[config.mk]
export PLATFORM = sky130hd
export DESIGN_NAME = ttl_374_bank_sync
export DESIGN_NICKNAME = d
export VERILOG_FILES = /design/src/rtl/ttl_bank_pkg.sv /design/src/rtl/ttl_strobe_edge_det.sv /design/src/rtl/ttl_374_bank_sync.sv
export SDC_FILE = /design/constraint.sdc
export NUM_CORES = 1
export LEC_CHECK = 0
export CAP_MARGIN = 5
export CORE_MARGIN = 2
export CORE_UTILIZATION = 35
export DETAILED_ROUTE_END_ITERATION = 10
export PLACE_DENSITY = 0.68
export SYNTH_ARGS = -nofsm -noshare
export SYNTH_HDL_FRONTEND = slang
export SYNTH_SLANG_ARGS = --single-unit
[constraint.sdc]
create_clock -name Clk -period 1.45 [get_ports Clk]
set_input_delay 0.435 -clock Clk [delete_from_list [all_inputs] [get_ports Clk]]
set_output_delay 0.435 -clock Clk [all_outputs]
set_load 0.01 [all_outputs]
[src/rtl/ttl_bank_pkg.sv]
// ----------------------------------------------------------------------------
// ttl_bank_pkg
// Shared constants and types for the synchronous '374 register bank.
//   MAX_NCH     : largest supported channel count
//   MAX_SYNC    : largest supported resync depth on strobe/data
//   edge_mode_e : which strobe transition causes a capture
//   active_level: strobe level that counts as "active" for a given edge mode
// ----------------------------------------------------------------------------
package ttl_bank_pkg;

  localparam int MAX_NCH  = 16;
  localparam int MAX_SYNC = 3;

  typedef enum logic {
    EDGE_FALL = 1'b0,
    EDGE_RISE = 1'b1
  } edge_mode_e;

  // Level the strobe sits at once the capturing transition has happened.
  function automatic logic active_level(input edge_mode_e mode);
    logic lvl;
    case (mode)
      EDGE_RISE: lvl = 1'b1;
      EDGE_FALL: lvl = 1'b0;
      default:   lvl = 1'b1;
    endcase
    return lvl;
  endfunction

endpackage

[src/rtl/ttl_strobe_edge_det.sv]
// ----------------------------------------------------------------------------
// ttl_strobe_edge_det
// One channel's strobe front end: optional resync pipeline on strobe and
// data (kept in lockstep), strobe history flop, edge detector and the
// registered capture pulse.
// Ports:
//   clk      in   system clock
//   rst      in   asynchronous active-high reset
//   cen      in   raw channel strobe (level)
//   d        in   raw channel data, WIDTH bits
//   edge_det out  1 in the clock where the register must capture
//   d_sync   out  data delayed by the same number of stages as the strobe
//   cap_pls  out  edge_det delayed by one clock
// ----------------------------------------------------------------------------
module ttl_strobe_edge_det
  import ttl_bank_pkg::*;
#(
  parameter int         WIDTH    = 8,
  parameter int         SYNC_STG = 0,
  parameter edge_mode_e MODE     = EDGE_RISE
) (
  input  logic             clk,
  input  logic             rst,
  input  logic             cen,
  input  logic [WIDTH-1:0] d,
  output logic             edge_det,
  output logic [WIDTH-1:0] d_sync,
  output logic             cap_pls
);

  // History resets to the active level: a strobe already active when reset
  // lets go must first go inactive before it can capture.
  localparam logic ACT_LVL = active_level(MODE);

  logic cen_s;
  logic hist_r;
  logic cap_pls_r;

  generate
    if (SYNC_STG == 0) begin : g_nosync
      assign cen_s  = cen;
      assign d_sync = d;
    end else begin : g_sync
      logic [SYNC_STG-1:0] cen_pipe_r;
      logic [WIDTH-1:0]    d_pipe_r [SYNC_STG];

      // Strobe and data shift through identical depths so the data seen at
      // the edge is the data that accompanied the strobe at the pin.
      always_ff @(posedge clk or posedge rst) begin
        if (rst) begin
          cen_pipe_r <= '0;
          for (int k = 0; k < SYNC_STG; k++) begin
            d_pipe_r[k] <= '0;
          end
        end else begin
          cen_pipe_r[0] <= cen;
          d_pipe_r[0]   <= d;
          for (int k = 1; k < SYNC_STG; k++) begin
            cen_pipe_r[k] <= cen_pipe_r[k-1];
            d_pipe_r[k]   <= d_pipe_r[k-1];
          end
        end
      end

      assign cen_s  = cen_pipe_r[SYNC_STG-1];
      assign d_sync = d_pipe_r[SYNC_STG-1];
    end
  endgenerate

  // Edge decode against the previous clock's synchronised strobe.
  always_comb begin
    edge_det = 1'b0;
    if (MODE == EDGE_RISE) begin
      edge_det = cen_s & ~hist_r;
    end else begin
      edge_det = ~cen_s & hist_r;
    end
  end

  // Strobe history and the one-clock capture pulse.
  always_ff @(posedge clk or posedge rst) begin
    if (rst) begin
      hist_r    <= ACT_LVL;
      cap_pls_r <= 1'b0;
    end else begin
      hist_r    <= cen_s;
      cap_pls_r <= edge_det;
    end
  end

  assign cap_pls = cap_pls_r;

endmodule

[src/rtl/ttl_374_bank_sync.sv]
// ----------------------------------------------------------------------------
// ttl_374_bank_sync
// Bank of NCH independent WIDTH-bit '374-style registers, all clocked on Clk.
// Each channel captures its D on a detected edge of its own strobe Cen.
// Optional feature macro: TTL_BANK_CAPTURE_FLAG_EN (adds ack/new_flag/ovr_flag).
// Ports:
//   Clk      in   system clock
//   RESET    in   asynchronous active-high reset
//   Cen      in   NCH      per-channel capture strobe (level)
//   OCn      in   NCH      per-channel output enable, active low
//   D        in   NCH*W    channel data, channel i at [i*WIDTH +: WIDTH]
//   Q        out  NCH*W    channel outputs (FLOAT_VAL while disabled)
//   cap_pls  out  NCH      high in the cycle the newly captured value shows
//   ack      in   NCH      (flag build) clears new_flag / ovr_flag
//   new_flag out  NCH      (flag build) unread capture pending
//   ovr_flag out  NCH      (flag build) capture overwrote an unread value
// ----------------------------------------------------------------------------
module ttl_374_bank_sync
  import ttl_bank_pkg::*;
#(
  parameter int               WIDTH     = 8,
  parameter int               NCH       = 4,
  parameter int               EDGE_RISE = 1,
  parameter int               SYNC_STG  = 0,
  parameter logic [WIDTH-1:0] RESET_VAL = '0,
  parameter logic [WIDTH-1:0] FLOAT_VAL = '1
) (
  input  logic                 Clk,
  input  logic                 RESET,
  input  logic [NCH-1:0]       Cen,
  input  logic [NCH-1:0]       OCn,
  input  logic [NCH*WIDTH-1:0] D,
  output logic [NCH*WIDTH-1:0] Q,
  output logic [NCH-1:0]       cap_pls
`ifdef TTL_BANK_CAPTURE_FLAG_EN
  ,
  input  logic [NCH-1:0]       ack,
  output logic [NCH-1:0]       new_flag,
  output logic [NCH-1:0]       ovr_flag
`endif
);

  // Local parameter EDGE_RISE hides the enum literal, so name it by scope.
  localparam edge_mode_e MODE = (EDGE_RISE != 0) ? ttl_bank_pkg::EDGE_RISE
                                                 : ttl_bank_pkg::EDGE_FALL;

  logic [NCH-1:0]   edge_s;
  logic [WIDTH-1:0] d_sync_s  [NCH];
  logic [WIDTH-1:0] cap_reg_r [NCH];

  generate
    for (genvar i = 0; i < NCH; i++) begin : g_ch
      ttl_strobe_edge_det #(
        .WIDTH    (WIDTH),
        .SYNC_STG (SYNC_STG),
        .MODE     (MODE)
      ) u_edge (
        .clk      (Clk),
        .rst      (RESET),
        .cen      (Cen[i]),
        .d        (D[i*WIDTH +: WIDTH]),
        .edge_det (edge_s[i]),
        .d_sync   (d_sync_s[i]),
        .cap_pls  (cap_pls[i])
      );

      // The '374 register itself: loads only on a detected strobe edge.
      always_ff @(posedge Clk or posedge RESET) begin
        if (RESET) begin
          cap_reg_r[i] <= RESET_VAL;
        end else if (edge_s[i]) begin
          cap_reg_r[i] <= d_sync_s[i];
        end else begin
          cap_reg_r[i] <= cap_reg_r[i];
        end
      end
    end
  endgenerate

  // Output enable acts on the pins only; a disabled channel reads as the
  // pulled-up bus value rather than tri-state.
  always_comb begin
    Q = '0;
    for (int i = 0; i < NCH; i++) begin
      if (OCn[i]) begin
        Q[i*WIDTH +: WIDTH] = FLOAT_VAL;
      end else begin
        Q[i*WIDTH +: WIDTH] = cap_reg_r[i];
      end
    end
  end

`ifdef TTL_BANK_CAPTURE_FLAG_EN
  logic [NCH-1:0] new_flag_r;
  logic [NCH-1:0] ovr_flag_r;

  // Capture wins over ack for new_flag; overrun clears only on a clean ack.
  always_ff @(posedge Clk or posedge RESET) begin
    if (RESET) begin
      new_flag_r <= '0;
      ovr_flag_r <= '0;
    end else begin
      for (int i = 0; i < NCH; i++) begin
        if (edge_s[i]) begin
          new_flag_r[i] <= 1'b1;
        end else if (ack[i]) begin
          new_flag_r[i] <= 1'b0;
        end else begin
          new_flag_r[i] <= new_flag_r[i];
        end

        if (edge_s[i] && new_flag_r[i]) begin
          ovr_flag_r[i] <= 1'b1;
        end else if (ack[i] && !edge_s[i]) begin
          ovr_flag_r[i] <= 1'b0;
        end else begin
          ovr_flag_r[i] <= ovr_flag_r[i];
        end
      end
    end
  end

  assign new_flag = new_flag_r;
  assign ovr_flag = ovr_flag_r;
`endif

endmodule

Word-level counts from Yosys, hierarchy flattened:

Index checks and enable logic that the tools add are counted.

* register bits after elaboration: 40
* input port bits: 42
* logic and storage cells: 24

* multiplexer cells: 4
* bitwise gates (word level): 8

Operators with widths (number)
* $mux W8: 4
* $and A1 B1 Y1: 4
* $not A1 Y1: 4

Depth between registers and ports, before layout:

* depth in word-level cells: 2
* depth in mapped cells: 3

Modules after synthesis:

Synthesis repeated with hierarchy kept, for this count alone.

* cell total of the unflattened synthesis: 149
* area total of the unflattened synthesis: 2045.7 um^2

Modules (own cells, without submodules)
* ttl_374_bank_sync: instances 1, cells each 101, area each 1530.2 um^2, sequential area each 800.8 um^2
* ttl_strobe_edge_det: instances 4, cells each 12, area each 128.9 um^2, sequential area each 51.3 um^2

Worst setup path after synthesis:

No wires, ideal clock.

* path type: input port to output port
* from: input port OCn[0]
* to: output port Q[0]
* data arrival time: 0.741 ns
* required time: 1.015 ns
* slack: 0.274 ns
* cell stages on the path: 1
* path buffers: 0
* cells stage by stage: or2_2

* word-level cells in the longest chain between the ends: 1

RTL lines
* start, declared: line ttl_374_bank_sync.sv:31 `input logic [NCH-1:0] OCn,`
* $mux W8: line ttl_374_bank_sync.sv:85 `if (OCn[i]) begin`
* end, declared: line ttl_374_bank_sync.sv:33 `output logic [NCH*WIDTH-1:0] Q,`

Every way passes these cells.

Worst setup path after layout:

* from: register cap_reg_r[30] in the netlist's numbering
* to: output port Q[6]

* word-level cells in the longest chain between the ends: 1

RTL lines
* start, declared: line ttl_374_bank_sync.sv:49 `logic [WIDTH-1:0] cap_reg_r [NCH];`
* start signal, assigned by index: line ttl_374_bank_sync.sv:72 `cap_reg_r[i] <= d_sync_s[i];`
* start signal, assigned by index: line ttl_374_bank_sync.sv:74 `cap_reg_r[i] <= cap_reg_r[i];`
* $mux W8: line ttl_374_bank_sync.sv:85

Every way passes these cells.

==> results_dict.tcl <==
set metrics [dict create \
    synth_seq_area_share 0.5421 \
    clockPowerShare 0.265 \
    max_slew_margin 0.8314 \
    nets 287 \
    synth-seq-cells 40 \
    endpoint_kind "output pin" \
    skew_ns 0.009927 \
    criticalPathCategory "reg -> out" \
    drv_slew 0 \
    antenna_cells 0 \
    p_leak_nw 1.548 \
    setup_slack_ns -0.03911 \
    synth_top_area_frac 0.4855 \
    p_comb_frac 0.331 \
    die_h_um 76.81 \
    p_per_area_nw_per_um2 1024 \
    place.gp.congestion 0.7414 \
    antenna_found_initial 0 \
    clock_path_buffers 2 \
    internal-power_mw 2.566 \
    max_cap_viol_count 0 \
    synth.area.top_cells "dfrtp_1 49%, mux2_4 26%, or2_2 11%, dfstp_2 5.7%, buf_12 4.3%" \
    postCtsHoldBufs 0 \
    multi_input_area_um2 815.8 \
    mostFrequentLayoutCell "buf_4" \
    ir_worst_vdd_v 0.0005602 \
    yosys.area.top_type "dfrtp_1" \
    syn-cell-area_um2 1856 \
    cts.sink_count 40 \
    die_x_um 76.81 \
    dp_hpwl_um 3165 \
    finalWirelength_um 4486 \
    seqCellArea_um2 1006 \
    ant_nets 0 \
    ys_warn_count 0 \
    clk_pin_slew_worst_paths_ns 0.08 \
    finalSetupTns_ns -0.3158 \
    violations "setup timing" \
    coreArea_um2 5107 \
    fin_area_um2 3247 \
    swShare 0.2282 \
    die_area_um2 5900 \
    cts_tree "yes" \
    pwr-share-seq 0.404 \
    finalSetupViolCount 24 \
    root_buffer "clkbuf_8" \
    rsz0062_at_grt "yes" \
    insertion_delay_ns 0.29 \
    synth_nets 159 \
    htree_levels 2 \
    min_period_over_period 1.027 \
    rows 26 \
    tightest_slew_ns 0.2528 \
    avgSynthCellArea_um2 15.86 \
    pin_count 78 \
    fillCellCount 391 \
    crit_required_ns 1.02 \
    grt_use_total 0.1589 \
    vias 1342 \
    grt_pass1_wl_um 7279 \
    r2r_cells 3 \
    initial_utilization 0.3633 \
    ys_types 8 \
    grt_pass1_vias 1434 \
    hp-class "in -> async" \
    fmax_mhz 671.5 \
    crit_fanout 2 \
    drc 0 \
    via_per_inst 4.247 \
    area_delta_synth_final_pct 74.98 \
    drive_above_1_share 0.6789 \
    drt_iter0_drc 17 \
    fin_crit_ns 1.489 \
    placed_cell_area_um2 2796 \
    rrSetupSlack_ns 0.29 \
    grt_max_degree 21 \
    power_switching_mw 0.7589 \
    cts_buffers 5 \
    hold_viol_final 0 \
    wl_per_cell_um 14.20 \
    utilization 0.6357 \
    firstDrtPassIters 4 \
    start_kind "register" \
    cp_data_arrival_time_ns 1.05 \
    portBuffers 77 \
    final_cell_mix "48 x buf_4, 37 x clkdlybuf4s50_1, 36 x dfrtp_1" \
    status "finished with violations" \
    grt_overflow_total 0 \
    synthesis.instances 117 \
]
## sequential cells by signal (all words and copies together), names as in the netlist
name,count
cap_reg_r,32
g_ch.u_edge.cap_pls,4
g_ch.u_edge.hist_r,4
## stage by stage
step / hold WS [ns] / std cells / worst slack (ns) / power [mW]
floorplan: 0.4395 / 117 / 0.1040 / 1.746
global placement: 0.4869 / 275 / -0.7208 / 2.155
detailed placement: 0.4882 / 275 / -0.7703 / 2.183
CTS: 0.4452 / 302 / -0.04147 / 3.281
global route: 0.4664 / 316 / -0.07050 / 3.496
finish: 0.4479 / 316 / -0.03911 / 3.325
## power by group through the flow
stage / clock network [mW] / logic, mW / registers (mW)
6_report: 0.882 / 1.10 / 1.34
5_1_grt: 0.965 / 1.17 / 1.36
4_1_cts: 0.915 / 1.03 / 1.34
3_5_place_dp: 0 / 0.826 / 1.36
3_3_place_gp: 0 / 0.806 / 1.35
2_1_floorplan: 0 / 0.417 / 1.33
## synth_stat cells
| master | number |
|---|---|
| dfrtp_1 | 36 |
| buf_4 | 4 |
| mux2_4 | 32 |
| buf_12 | 4 |
| or2_2 | 32 |
| nor2b_4 | 4 |
| dfstp_2 | 4 |
| inv_1 | 1 |
## critical path, cell delays in order (launching register included)
cell and delay, ns:
dfrtp_1 0.39, or2_4 0.25, buf_6 0.12
## what timing repair did
action | 4_1_cts | 5_1_grt
setup buffers | 19 | 14
pin swaps | 18 | 5
resized for setup | 212 | 0
endpoints found under the setup margin | 36 | 32
## path summary, 6_finish.rpt
| check | start | to |
|---|---|---|
| hold / removal | RESET | cap_reg_r[6] |
| max in group asynchronous | RESET | g_ch[1].u_edge.hist_r |
| min in group Clk | cap_reg_r[26] | cap_reg_r[26] |
| hold reg to reg | cap_reg_r[26] | cap_reg_r[26] |
| setup reg to reg | g_ch[2].u_edge.hist_r | cap_reg_r[13] |
| setup / recovery | cap_reg_r[30] | Q[6] |
## layer usage
| metal | wire (um) | vias to the layer above | GRT usage |
|---|---|---|---|
| li1 | - | 632 | - |
| met1 | 1733 | 650 | 0.1800 |
| met2 | 2422 | 50 | 0.2807 |
| met3 | 224 | 10 | 0.04235 |
| met4 | 106 | 0 | 0.06727 |
| met5 | 0 | - | 0 |
## cell families after synthesis
logic type / Yosys count / share of synthesized area
flip-flops: 40 / 0.5421
AND/OR/NAND/NOR: 36 / 0.1376
multiplexers: 32 / 0.2589
buffers and inverters: 9 / 0.06136
## cell type report
| type | instances | share of cell area |
|---|---|---|
| flip-flops and latches | 40 | 0.3098 |
| clock inverters | 2 | 0.01079 |
| clock buffers | 6 | 0.02235 |
| multi-input cells | 68 | 0.2513 |
| repair buffers | 129 | 0.3777 |
| inverters | 1 | 0.001156 |
| well taps | 70 | 0.02697 |
Power figures use the tool's default switching activity.
